--- src/rtl/instruction_fetch_unit_pkg.sv ---
// Shared processor definitions for the instruction fetch path: fetch FSM
// states, PC step, reset vector default and the queue entry layout.
package instruction_fetch_unit_pkg;

  typedef enum logic [1:0] {
    S_ISSUE = 2'd0,
    S_WAIT  = 2'd1,
    S_DRAIN = 2'd2
  } fetch_state_e;

  localparam logic [31:0] PC_INCR             = 32'd4;
  localparam logic [31:0] RESET_PC_DEFAULT    = 32'h0000_0000;
  localparam int unsigned QUEUE_DEPTH_DEFAULT = 2;

  // One queued instruction: word and the address it was fetched from.
  typedef struct packed {
    logic [31:0] instr;
    logic [31:0] pc;
  } fetch_entry_t;

  // Clears the byte offset so every fetch address is word aligned.
  function automatic logic [31:0] word_align(input logic [31:0] addr);
    return addr & 32'hFFFF_FFFC;
  endfunction

endpackage

--- src/rtl/instruction_fetch_unit_if.sv ---
// Bundles the instruction memory port, the decode-side queue head and the
// redirect input of the fetch unit. master = fetch unit, slave = environment.
interface instruction_fetch_unit_if;

  logic        imem_req;
  logic [31:0] imem_addr;
  logic        imem_rvalid;
  logic [31:0] imem_rdata;

  logic        instr_valid;
  logic [31:0] instr;
  logic [31:0] instr_pc;
  logic        instr_ready;

  logic        redirect_en;
  logic [31:0] redirect_pc;

  modport master (
    output imem_req, imem_addr, instr_valid, instr, instr_pc,
    input  imem_rvalid, imem_rdata, instr_ready, redirect_en, redirect_pc
  );

  modport slave (
    input  imem_req, imem_addr, instr_valid, instr, instr_pc,
    output imem_rvalid, imem_rdata, instr_ready, redirect_en, redirect_pc
  );

endinterface

--- src/rtl/instruction_fetch_unit_fetch_queue.sv ---
// Two-entry instruction queue between the memory response and decode.
// Head is read straight from the storage registers; flush wins over push/pop.
module fetch_queue
  import instruction_fetch_unit_pkg::*;
(
  input  logic         clk,
  input  logic         clr_n,
  input  logic         push_i,
  input  logic         pop_i,
  input  logic         flush_i,
  input  fetch_entry_t wdata_i,
  output fetch_entry_t head_o,
  output logic         valid_o,
  output logic [1:0]   count_o
);

  fetch_entry_t entry_q [2];
  logic         rd_ptr_q;
  logic         wr_ptr_q;
  logic [1:0]   count_q;
  logic [1:0]   count_d;
  logic         push_ok;
  logic         pop_ok;

  // Qualify push/pop against occupancy and compute the next occupancy.
  always_comb begin
    pop_ok  = pop_i && (count_q != 2'd0);
    push_ok = push_i && ((count_q != 2'd2) || pop_ok);
    count_d = count_q;
    if (flush_i) begin
      count_d = 2'd0;
    end else if (push_ok && !pop_ok) begin
      count_d = count_q + 2'd1;
    end else if (!push_ok && pop_ok) begin
      count_d = count_q - 2'd1;
    end
  end

  // Storage, pointers and occupancy; entries clear on reset so the head reads 0.
  always_ff @(posedge clk or negedge clr_n) begin
    if (!clr_n) begin
      entry_q[0] <= '0;
      entry_q[1] <= '0;
      rd_ptr_q   <= 1'b0;
      wr_ptr_q   <= 1'b0;
      count_q    <= 2'd0;
    end else begin
      count_q <= count_d;
      if (flush_i) begin
        rd_ptr_q <= 1'b0;
        wr_ptr_q <= 1'b0;
      end else begin
        if (push_ok) begin
          entry_q[wr_ptr_q] <= wdata_i;
          wr_ptr_q          <= ~wr_ptr_q;
        end
        if (pop_ok) begin
          rd_ptr_q <= ~rd_ptr_q;
        end
      end
    end
  end

  assign head_o  = entry_q[rd_ptr_q];
  assign valid_o = (count_q != 2'd0);
  assign count_o = count_q;

endmodule

--- src/rtl/instruction_fetch_unit.sv ---
// Instruction fetch unit: keeps the fetch PC, issues at most one memory
// request at a time and queues returned words for decode.
//
// state   | meaning
// S_ISSUE | no request outstanding
// S_WAIT  | one request outstanding, its response will be queued
// S_DRAIN | one stale request outstanding, its response will be dropped
//
// imem_req is combinational: issue depends on this cycle's response,
// handshake and redirect. It is gated by clr_n so it reads 0 during reset.
module instruction_fetch_unit
  import instruction_fetch_unit_pkg::*;
#(
  parameter logic [31:0] RESET_PC    = RESET_PC_DEFAULT,
  parameter int unsigned QUEUE_DEPTH = QUEUE_DEPTH_DEFAULT
) (
  input  logic                      clk,
  input  logic                      clr_n,
  instruction_fetch_unit_if.master  fetch_if
);

  localparam logic [2:0] Q_FULL = 3'(QUEUE_DEPTH);

  fetch_state_e state_q;
  logic [31:0]  fpc_q;
  logic [31:0]  req_pc_q;

  fetch_entry_t q_head;
  fetch_entry_t q_wdata;
  logic         q_valid;
  logic [1:0]   q_count;
  logic         push;
  logic         pop;
  logic         issue;
  logic [2:0]   occ_next;

  // Response acceptance, decode handshake and the issue decision.
  always_comb begin
    pop      = q_valid && fetch_if.instr_ready;
    push     = (state_q == S_WAIT) && fetch_if.imem_rvalid && !fetch_if.redirect_en;
    occ_next = {1'b0, q_count} + {2'b00, push} - {2'b00, pop};
    issue    = clr_n && !fetch_if.redirect_en && (occ_next < Q_FULL) &&
               ((state_q == S_ISSUE) ||
                ((state_q == S_WAIT) && fetch_if.imem_rvalid));
    q_wdata  = '{instr: fetch_if.imem_rdata, pc: req_pc_q};
  end

  // Fetch FSM with fetch PC and the address of the outstanding request.
  always_ff @(posedge clk or negedge clr_n) begin
    if (!clr_n) begin
      state_q  <= S_ISSUE;
      fpc_q    <= RESET_PC;
      req_pc_q <= '0;
    end else if (fetch_if.redirect_en) begin
      fpc_q <= word_align(fetch_if.redirect_pc);
      if ((state_q != S_ISSUE) && !fetch_if.imem_rvalid) begin
        state_q <= S_DRAIN;
      end else begin
        state_q <= S_ISSUE;
      end
    end else if (issue) begin
      fpc_q    <= fpc_q + PC_INCR;
      req_pc_q <= fpc_q;
      state_q  <= S_WAIT;
    end else begin
      case (state_q)
        S_WAIT:  if (fetch_if.imem_rvalid) state_q <= S_ISSUE;
        S_DRAIN: if (fetch_if.imem_rvalid) state_q <= S_ISSUE;
        default: state_q <= S_ISSUE;
      endcase
    end
  end

  fetch_queue u_queue (
    .clk     (clk),
    .clr_n   (clr_n),
    .push_i  (push),
    .pop_i   (pop),
    .flush_i (fetch_if.redirect_en),
    .wdata_i (q_wdata),
    .head_o  (q_head),
    .valid_o (q_valid),
    .count_o (q_count)
  );

  assign fetch_if.imem_req    = issue;
  assign fetch_if.imem_addr   = fpc_q;
  assign fetch_if.instr_valid = q_valid;
  assign fetch_if.instr       = q_head.instr;
  assign fetch_if.instr_pc    = q_head.pc;

endmodule

--- src/flat_wrapper.sv ---
// flat-port wrapper written by rule: the top's interface ports become plain ports
module instruction_fetch_unit_flat import instruction_fetch_unit_pkg::*;
#(
  parameter logic [31:0] RESET_PC    = RESET_PC_DEFAULT,
  parameter int unsigned QUEUE_DEPTH = QUEUE_DEPTH_DEFAULT
)
  (clk, clr_n, fetch_if_imem_req, fetch_if_imem_addr, fetch_if_instr_valid, fetch_if_instr, fetch_if_instr_pc, fetch_if_imem_rvalid, fetch_if_imem_rdata, fetch_if_instr_ready, fetch_if_redirect_en, fetch_if_redirect_pc);
  instruction_fetch_unit_if fetch_if_i ();
  input  logic clk;
  input  logic clr_n;
  output wire logic [$bits(fetch_if_i.imem_req)-1:0] fetch_if_imem_req;
  output wire logic [$bits(fetch_if_i.imem_addr)-1:0] fetch_if_imem_addr;
  output wire logic [$bits(fetch_if_i.instr_valid)-1:0] fetch_if_instr_valid;
  output wire logic [$bits(fetch_if_i.instr)-1:0] fetch_if_instr;
  output wire logic [$bits(fetch_if_i.instr_pc)-1:0] fetch_if_instr_pc;
  input wire logic [$bits(fetch_if_i.imem_rvalid)-1:0] fetch_if_imem_rvalid;
  input wire logic [$bits(fetch_if_i.imem_rdata)-1:0] fetch_if_imem_rdata;
  input wire logic [$bits(fetch_if_i.instr_ready)-1:0] fetch_if_instr_ready;
  input wire logic [$bits(fetch_if_i.redirect_en)-1:0] fetch_if_redirect_en;
  input wire logic [$bits(fetch_if_i.redirect_pc)-1:0] fetch_if_redirect_pc;
  assign fetch_if_imem_req = fetch_if_i.imem_req;
  assign fetch_if_imem_addr = fetch_if_i.imem_addr;
  assign fetch_if_instr_valid = fetch_if_i.instr_valid;
  assign fetch_if_instr = fetch_if_i.instr;
  assign fetch_if_instr_pc = fetch_if_i.instr_pc;
  assign fetch_if_i.imem_rvalid = fetch_if_imem_rvalid;
  assign fetch_if_i.imem_rdata = fetch_if_imem_rdata;
  assign fetch_if_i.instr_ready = fetch_if_instr_ready;
  assign fetch_if_i.redirect_en = fetch_if_redirect_en;
  assign fetch_if_i.redirect_pc = fetch_if_redirect_pc;
  instruction_fetch_unit #(.RESET_PC(RESET_PC), .QUEUE_DEPTH(QUEUE_DEPTH)) u_core (.clk(clk), .clr_n(clr_n), .fetch_if(fetch_if_i));
endmodule
--- config.mk ---
export PLATFORM = sky130hd
export DESIGN_NAME = instruction_fetch_unit_flat
export DESIGN_NICKNAME = d
export VERILOG_FILES = /design/src/rtl/instruction_fetch_unit_pkg.sv /design/src/rtl/instruction_fetch_unit_if.sv /design/src/rtl/instruction_fetch_unit_fetch_queue.sv /design/src/rtl/instruction_fetch_unit.sv /design/src/flat_wrapper.sv
export SDC_FILE = /design/constraint.sdc
export NUM_CORES = 1
export LEC_CHECK = 0
export BUFFER_PORTS_ARGS = -buffer_cell sky130_fd_sc_hd__buf_4
export CORE_MARGIN = 3
export CORE_UTILIZATION = 60
export DETAILED_ROUTE_END_ITERATION = 10
export PLACE_DENSITY = 0.86
export SETUP_SLACK_MARGIN = 0.05
export SYNTH_ARGS = -nofsm -noshare
export SYNTH_HDL_FRONTEND = slang
export SYNTH_SLANG_ARGS = --single-unit
--- constraint.sdc ---
create_clock -name clk -period 6.8 [get_ports clk]
set_clock_uncertainty 0.1 [all_clocks]
set_input_delay 0.34 -clock clk [delete_from_list [all_inputs] [get_ports clk]]
set_output_delay 0.34 -clock clk [all_outputs]
set_load 0.005 [all_outputs]
After elaboration in Yosys (flattened, before gate mapping)
Cells that the tools add are included.
{ "totals": {"register_bits": 198, "out_inout_bits": 98, "input_bits": 69} }
{ "classes": {"n_reduce_logical": 28, "mux": 20, "eq_ne": 4, "n_addsub": 5, "bitwise_logic": 5, "magnitude_cmp": 4} }
{ "op_table": {"columns": ["cell", "count"], "rows": [
  ["$mux W64", 4],
  ["$bwmux W128", 1],
  ["$demux W64 S1", 1],
  ["$mux W32", 2],
  ["$add A32 B3 Y32 const B", 1],
  ["$mux W2", 8],
  ["$logic_and A1 B1 Y1", 12],
  ["$reduce_bool A2 Y1", 5],
  ["$ge A2 B2 Y1 const B", 2],
  ["$logic_not A1 Y1", 4],
  ["$mux W1", 4],
  ["$ne A4 B1 Y1 const B", 1],
  ["$not A1 Y2", 2],
  ["$reduce_and A2 Y1", 2],
  ["$add A2 B1 Y3", 1],
  ["$lt A3 B2 Y1 const B", 1],
  ["$not A1 Y1", 3],
  ["$reduce_bool A3 Y1", 1],
  ["$sub A3 B1 Y3", 1],
  ["$add A2 B1 Y2 const B", 1],
  ["$eq A2 B1 Y1 const B", 1],
  ["$eq A2 B2 Y1 const B", 1],
  ["$logic_not A2 Y1", 1],
  ["$logic_or A1 B1 Y1", 2],
  ["other kinds (4)", 4]
]} }

Logic depth before layout (Yosys ltp)
Gate-level depths: netlist (run 1).
{ "depth": {"word_depth": 10, "ltp_mapped": 14, "depth_no_buf": 12} }

Hierarchy
Synthesis (run 1) repeated with hierarchy kept, for this count alone.
{ "unflattened": {"cells_unflattened": 743, "hier_area_um2": 9236.4} }
{ "modules_own_cells": {"columns": ["mod", "cells_each", "instances", "area_per_inst_um2"], "rows": [
  ["fetch_queue", 365, 1, 5916.9],
  ["instruction_fetch_unit", 378, 1, 3319.4]
]} }

Least setup slack after synthesis (run 1)
OpenSTA, ideal clock, no wires.
{ "synth_timing": {"path_kind": "register to register", "startpoint": "register u_core.state_q[1]", "endpoint": "register u_core.fpc_q[8], in the netlist u_core.fetch_if.imem_addr[8]", "setup_time_ns": 0.126, "t_required_ns": 6.574, "arrival_ns": 2.836, "path_stages_with_launch": 15, "path_buffers": 2, "path_slack_ns": 3.738, "path_cell_list": "dfrtp_1 > inv_1 > ha_1 > nand3_1 > ha_1 > nand2b_1 > fa_1 > xor2_1 > or3_1 > buf_6 > clkinv_8 > nor2_1 > buf_2 > a21o_1 > a221o_1"} }
{ "synth_via": {"elab_chain_len": 9} }
{ "synth_rtl": {"columns": ["item", "line_no", "rtl"], "rows": [
  ["start, declared", "instruction_fetch_unit.sv:24", "fetch_state_e state_q;"],
  ["start signal, assigned", "instruction_fetch_unit.sv:51", "state_q <= S_ISSUE;"],
  ["start signal, assigned", "instruction_fetch_unit.sv:57", "state_q <= S_DRAIN;"],
  ["start signal, assigned", "instruction_fetch_unit.sv:59", "state_q <= S_ISSUE;"],
  ["$eq A2 B1 Y1", "instruction_fetch_unit.sv:40, instruction_fetch_unit.sv:44", null],
  ["$logic_and A1 B1 Y1", "instruction_fetch_unit.sv:40, instruction_fetch_unit.sv:44", null],
  ["$logic_and A1 B1 Y1", "instruction_fetch_unit.sv:40", "push = (state_q == S_WAIT) && fetch_if.imem_rvalid && !fetch_if.redirect_en;"],
  ["$add A2 B1 Y3", "instruction_fetch_unit.sv:41", "occ_next = {1'b0, q_count} + {2'b00, push} - {2'b00, pop};"],
  ["$sub A3 B1 Y3", "instruction_fetch_unit.sv:41", null],
  ["$lt A3 B2 Y1", "instruction_fetch_unit.sv:42", "issue = clr_n && !fetch_if.redirect_en && (occ_next < Q_FULL) &&"],
  ["$logic_and A1 B1 Y1", "instruction_fetch_unit.sv:42", null],
  ["$logic_and A1 B1 Y1 (*)", "instruction_fetch_unit.sv:42", null],
  ["$reduce_bool A2 Y1 (no line) (*)", null, null],
  ["end signal, assigned", "instruction_fetch_unit.sv:55", "fpc_q <= word_align(fetch_if.redirect_pc);"],
  ["end signal, assigned", "instruction_fetch_unit.sv:62", "fpc_q <= fpc_q + PC_INCR;"],
  ["end, declared", "instruction_fetch_unit.sv:25", "logic [31:0] fpc_q;"]
]} }
Mark *: on every way between the ends. The rest lies on a longest branch, timed or not.
A chain may end at the register's enable or synchronous reset.

Final worst setup path (run 1)
{ "layout_timing": {"startpoint": "register u_core.state_q[1]", "endpoint": "register u_core.fpc_q[5], in the netlist u_core.fetch_if.imem_addr[5]"} }
The elaborated chain is that of the path after synthesis.

==> flow_summary.toml, run 1 <==
[status]
status = "finished clean"

[power_and_ir_drop]
power.share.clock_pct = 27.9
p_int_mw = 2.41
ir_drop_uv = 209
seqPwrFrac_pct = 47.0
powerDensity_nw_per_um2 = 314
totalPowerFinal_mw = 3.32
switching_share_pct = 27.5
combPwrFrac_pct = 25.1
leakage_nw = 5.15
power.switching_mw = 0.911

[yosys]
ys_warn_count = 0
syn_area_per_cell_um2 = 12.2
synth_edf_count = 0
yosysMostFrequentCell = "dfrtp_1"
syn_inst = 715
async_flop_share_pct = 100
synthFlopType = "dfrtp_1"
synth-seq-cells = 190
synthTopCellsByArea = "dfrtp_1 (55%), mux2_2 (24%), nand2_1 (5.2%), buf_2 (1.1%), o311ai_0 (1.1%)"
synth_area_leader_cell = "dfrtp_1"
ys_seq_area_share_pct = 54.6
synthTopCellsByCount = "dfrtp_1 (190), mux2_2 (184), nand2_1 (120), buf_2 (20)"
synth_cell_types = 53
synth_top_area_share_pct = 54.6
netlist_area_um2 = 8710

[cells_and_area]
syn_to_final_growth_pct = 21.2
fin_cells = 1053
stdcell_area_um2 = 10600
antenna_cells = 0
fin_nets = 935
num-fill-cells = 900
final_layout_size_suffix_gt1_share_pct = 45.1

[floorplan]
start_util_pct = 62.0
dieWidth_um = 126
io_pins = 167
die_h_um = 126
core_um2 = 14000
fp-row-count = 43
die_area_um2 = 16000

[global_route]
grt_pass1_wl_um = 32800
grt_max_degree = 118
grt_usage_pct = 25.6
first_global_vias = 6441
antenna_found_initial = 0
overflow = 0

[placement]
place_area_um2 = 9990
dp.final_hpwl_um = 13000
place_ws_ps = 2250
gp_congestion = 0.878
portBuffers = 160
dp.cells = 1021

[sta]
min_period_ps = 4260
tightest_slew_ps = 928
slew-limit-headroom_pct = 37.7
rsz0062_at_grt = "no"
finalHoldViolations = 0
period_share_pct = 62.7
max_freq_mhz = 235
setup-tns-final_ps = 0
maxSlewViolCount = 0
setup_viol = 0
finalWorstSetupSlack_ps = 2540

[setup_path]
end_kind = "register"
arrival_ps = 4470
cp.required_ps = 7010
crit_type = "reg -> reg"
cp_max_fo = 62
reg2reg_from = "u_core.state_q[1]"
critPathLaunchType = "register"
critPathLaunch = "u_core.state_q[1]"

[cts]
clkLatencyLatePin_ps = 430
cts_resized = 0
tritoncts = "yes"
cts_hold_buf = 1
cts_num_sinks = 190
path_clk_slew_ps = 70
cts_buffers = 17
clock_path_buffers = 2
post_cts_buffers = 0
h-tree-depth = 4
root_buffer = "clkbuf_16"

[worst_hold_path]
hold_path.class = "in -> reg"
hold_start = "fetch_if_imem_rvalid"

[detailed_routing]
wl_per_cell_um = 19.0
routed-via-count = 6322
final_antenna_net_count = 0
dr.pass1.iters = 5
viasPerCell = 6.00
routed_wl_um = 20000
drt_iter0_drc = 551
drc_errors = 0

[run]
drv_cap = 0
## power groups by stage
stage               combinational [mW]  sequential (mW)  clock, mW
detailed placement               0.835             1.57          0
floorplan                        0.452             1.51          0
global placement                 0.807             1.55          0
global route                     0.912             1.59      0.989
finish                           0.833             1.56      0.924
CTS                              0.847             1.56      0.938
## worst paths after layout
kind	end	slack, ps	cells past startpoint
max in group asynchronous	u_core.u_queue.count_o[1]	4600	3
hold reg to reg	u_core.req_pc_q[30]	390	2
setup reg to reg	u_core.fetch_if.imem_addr[5]	2540	14
setup / recovery	u_core.fetch_if.imem_addr[5]	2540	14
hold / removal	u_core.state_q[1]	30	2
min in group asynchronous	u_core.u_queue.entry_q[119]	520	2
## sequential cells by signal, indices dropped and copies added, names as in the netlist
name	count
u_core.fetch_if.imem_addr	30
u_core.u_queue.rd_ptr_q	1
u_core.u_queue.wr_ptr_q	1
u_core.u_queue.entry_q	124
u_core.req_pc_q	30
u_core.state_q	2
u_core.u_queue.count_o	2
## through the flow
stage / hold WS [ps] / util (%)
after floorplan: -55.6 / -
after global placement: 364 / 71.2
after detailed placement: 381 / 71.2
after CTS: 10.3 / 75.1
after global routing: 15.0 / 75.1
final: 30.1 / 75.1
## kinds of logic (layout without fill, tap and decap cells)
group | Yosys count | count (layout) | synth area share [%]
AOI/OAI and AO/OA | 72 | 72 | 5.89
xor gates and xnor gates | 4 | 4 | 0.402
adders and majority gates | 5 | 5 | 0.805
buffers and inverters | 53 | 208 | 3.06
DFF | 190 | 190 | 54.6
muxes | 190 | 190 | 24.5
other | 1 | 4 | 0.0431
and+or+nand+nor | 200 | 200 | 10.6
## per-layer routing
layer / part of all wire [%] / global-route usage, % / vias up
met5: 0 / 0 / -
met1: 41 / 34.1 / 3144
met3: 8.0 / 6.02 / 33
li1: - / - / 2842
met4: 2.0 / 8.39 / 0
met2: 49 / 42.0 / 303
## critical path, cell delays in order, from the launching register on
cell,delay [ps]
dfrtp_1,400
inv_1,100
ha_1,220
nand3_1,210
ha_1,360
nand2b_1,160
fa_1,440
nand3b_1,90
or3_2,130
buf_4,550
clkinv_8,340
nor2_1,490
buf_4,290
o21ai_0,100
o311ai_0,120
## layout make-up
| class | count | area [um^2] | area share (%) |
|---|---|---|---|
| repair buffers | 168 | 1270 | 12.0 |
| clock buffers | 17 | 425 | 4.03 |
| multi-input cells | 475 | 3710 | 35.1 |
| well taps | 180 | 225 | 2.13 |
| inverters | 9 | 46.3 | 0.439 |
| flip-flops and latches | 190 | 4760 | 45.1 |
| clock inverters | 14 | 123 | 1.16 |
## placed cells by master, fill, tap and decap left out, types with 2 or more instances in the layout
cell,netlist,final
dfrtp_1,190,189
mux2_2,184,184
buf_4,4,166
nand2_1,120,119
nor2_1,18,18
o21ai_0,18,18
clkbuf_16,0,17
nand3_1,15,15
o311ai_0,11,11
nand4_1,10,10
inv_1,8,8
a21oi_1,8,8
o211ai_1,8,8
a221o_1,7,7
and2_1,6,6
nand2b_1,5,5
clkinv_2,0,5
clkinv_4,0,5
nor3_1,4,4
and3_1,4,4
ha_1,4,4
conb_1,1,4
mux2_1,3,3
a211oi_1,3,3
a22oi_1,3,3
mux2i_1,3,3
a21o_1,3,3
a41oi_1,3,3
xor2_1,2,2
nor2b_1,2,2
nor3_4,1,2
nand3_2,2,2
or3_1,3,2
a32oi_1,2,2
nor4_1,2,2
xnor2_1,2,2
clkinvlp_4,0,2
No activity file was read; power rests on OpenSTA's default activity.
==> inputs of run 2 (changes only) <==
--- a/config.mk
+++ b/config.mk
@@ -7,9 +7,9 @@
 export LEC_CHECK = 0
 export BUFFER_PORTS_ARGS = -buffer_cell sky130_fd_sc_hd__buf_4
 export CORE_MARGIN = 3
-export CORE_UTILIZATION = 60
+export CORE_UTILIZATION = 50
 export DETAILED_ROUTE_END_ITERATION = 10
-export PLACE_DENSITY = 0.86
+export PLACE_DENSITY = 0.76
 export SETUP_SLACK_MARGIN = 0.05
 export SYNTH_ARGS = -nofsm -noshare
 export SYNTH_HDL_FRONTEND = slang
==> constraint.sdc (replaced) <==
create_clock -name clk -period 3.6 [get_ports clk]
set_clock_uncertainty 0.1 [all_clocks]
set_input_delay 0.18 -clock clk [delete_from_list [all_inputs] [get_ports clk]]
set_output_delay 0.18 -clock clk [all_outputs]
set_load 0.005 [all_outputs]
==> run 2 against run 1 <==
Sequential power is 88% higher. Global-route usage fell by 4.1 points. Worst hold slack better by 25 ps. Clock power is 100% higher. Critical path depth decreased by 2. Utilization is 7.6 points lower. Count of clock-buffer cells in the layout grew 1. Via count increased by 0.70%. Flip-flop and latch count unchanged.
==> flow_summary.toml, run 2 (synthesis results as in run 1) <==
[sta]
maxSlewViolCount = 0
max_freq_mhz = 304
finalWorstSetupSlack_ps = 308
period_share_pct = 91.5
setup-tns-final_ps = 0
tightest_slew_ps = 964
slew-limit-headroom_pct = 35.7
rsz0062_at_grt = "no"
setup_viol = 0
finalHoldViolations = 0
min_period_ps = 3290

[cells_and_area]
num-fill-cells = 1278
multiInputGateArea_um2 = 3710
fin_cells = 1165
antenna_cells = 0
largest_reg_flops = 124
regArea_um2 = 4760
regMostFlops = "u_core.u_queue.entry_q"
stdcell_area_um2 = 11400
syn_to_final_growth_pct = 30.6
final_cell_mix = "dfrtp_1 (189), mux2_2 (184), buf_4 (171)"
fin_nets = 1006
final_layout_size_suffix_gt1_share_pct = 42.6
final_common_cell = "dfrtp_1"

[setup_path]
cp_max_fo = 45
crit_chain = "inv_1 -> ha_1 -> nand3_1 -> ha_1 -> nand2b_1 -> fa_1 -> nand3b_1 -> or3_4 -> buf_4 -> nand2_1 -> o21ai_0 -> a221o_1"
cpMostUsedCell = "ha_1"
crit_type = "reg -> reg"
cp.required_ps = 3820
crit_path_max_incr_delay_ps = 490
slowest_stage = "fa_1"
regToRegSetupSlack_ps = 310
end_kind = "register"
critPathLaunchType = "register"
critPathBufInv = 2
arrival_ps = 3510
cp_top_family = "adder cells"

[global_route]
grt_max_degree = 80
antenna_found_initial = 0
grt_pass1_wl_um = 32300
overflow = 0
grt_usage_pct = 21.5
first_global_vias = 6425

[detailed_routing]
final_antenna_net_count = 0
drt_iter0_drc = 330
wl_per_cell_um = 17.3
dr.pass1.iters = 5
routed_wl_um = 20100
routed-via-count = 6366
viasPerCell = 5.46
drc_errors = 0

[cts]
clock_path_buffers = 2
path_clk_slew_ps = 70
tritoncts = "yes"
h-tree-depth = 4
root_buffer = "clkbuf_16"
clkLatencyLatePin_ps = 430
post_cts_buffers = 0
cts_num_sinks = 190
cts_buffers = 17

[worst_hold_path]
hold_path.class = "in -> reg"

[power_and_ir_drop]
seqPwrFrac_pct = 45.8
switching_share_pct = 27.4
powerDensity_nw_per_um2 = 563
ir_drop_uv = 339
power.share.clock_pct = 29.0
combPwrFrac_pct = 25.2
power.switching_mw = 1.76
leakage_nw = 5.49
p_int_mw = 4.65

[floorplan]
die_h_um = 138
core_um2 = 16800
dieWidth_um = 138
start_util_pct = 51.8
io_pins = 167
die_area_um2 = 19000
fp-row-count = 47

[run]
drv_cap = 0

[placement]
dp.final_hpwl_um = 12700
place_area_um2 = 10100
dp.cells = 1068
place_ws_ps = 242
gp_congestion = 0.807
portBuffers = 160

[status]
status = "finished clean"
## run 2: changes by cell type in the layout (fill, tap and decap cells not counted), sizes merged
cell,delta
clkinv,-7
dlygate4sd3,+63
buf,+7
clkbuf,+1
inv,+8
## run 2: tightest hold or removal path: stages
cell      delay (ps)
buf_4            130
a21oi_1          130
a211oi_1          90
## run 2: timing repair
action                     CTS  global route
hold endpoints to repair   149             0
resized for setup            0             1
hold buffers                64             0
setup endpoints to repair    0             7
## run 2: layout make-up
type	instances	area share, %
Timing Repair inverter	1	0.0770
Timing Repair Buffer	238	17.4
Inverter	9	0.407
Multi-Input combinational cell	475	32.7
Clock inverter	14	1.31
Tap cell	220	2.42
Sequential cell	190	41.8
Clock buffer	18	3.86
## run 2: power groups by stage
stage               Combinational, mW  Clock [mW]  Sequential [mW]
floorplan                       0.853           0             2.86
global placement                 1.54           0             2.95
detailed placement               1.57           0             2.97
CTS                              1.63        1.91             2.93
global route                     1.78        1.99             3.00
finish                           1.61        1.85             2.93
## run 2: layer usage
| metal | part of all wire (%) | vias to the layer above | global-route usage [%] |
|---|---|---|---|
| met1 | 45 | 3162 | 28.8 |
| met3 | 6.1 | 25 | 4.79 |
| met4 | 1.6 | 0 | 6.97 |
| li1 | - | 2982 | - |
| met5 | 0 | - | 0 |
| met2 | 48 | 197 | 35.2 |
## run 2: metrics by stage
stage	hold slack (ps)	total power [mW]	utilization, %
floorplan	-216	3.71	-
global placement	288	4.49	60.2
detailed placement	295	4.54	60.2
CTS	34.3	6.47	67.5
global route	42.6	6.78	67.6
finish	55.0	6.40	67.6
## run 2: path summary, 6_finish.rpt
path                                             startpoint                            to  cells after the start
worst max-delay path                      u_core.state_q[1]  u_core.fetch_if.imem_addr[9]                     12
worst min-delay path                   fetch_if_instr_ready     u_core.u_queue.count_o[0]                      3
worst max register to register            u_core.state_q[1]  u_core.fetch_if.imem_addr[9]                     12
worst min register to register  u_core.u_queue.entry_q[122]   u_core.u_queue.entry_q[122]                      1
max in group asynchronous                             clr_n       u_core.u_queue.rd_ptr_q                      4
min in group asynchronous                             clr_n            u_core.req_pc_q[3]                      3
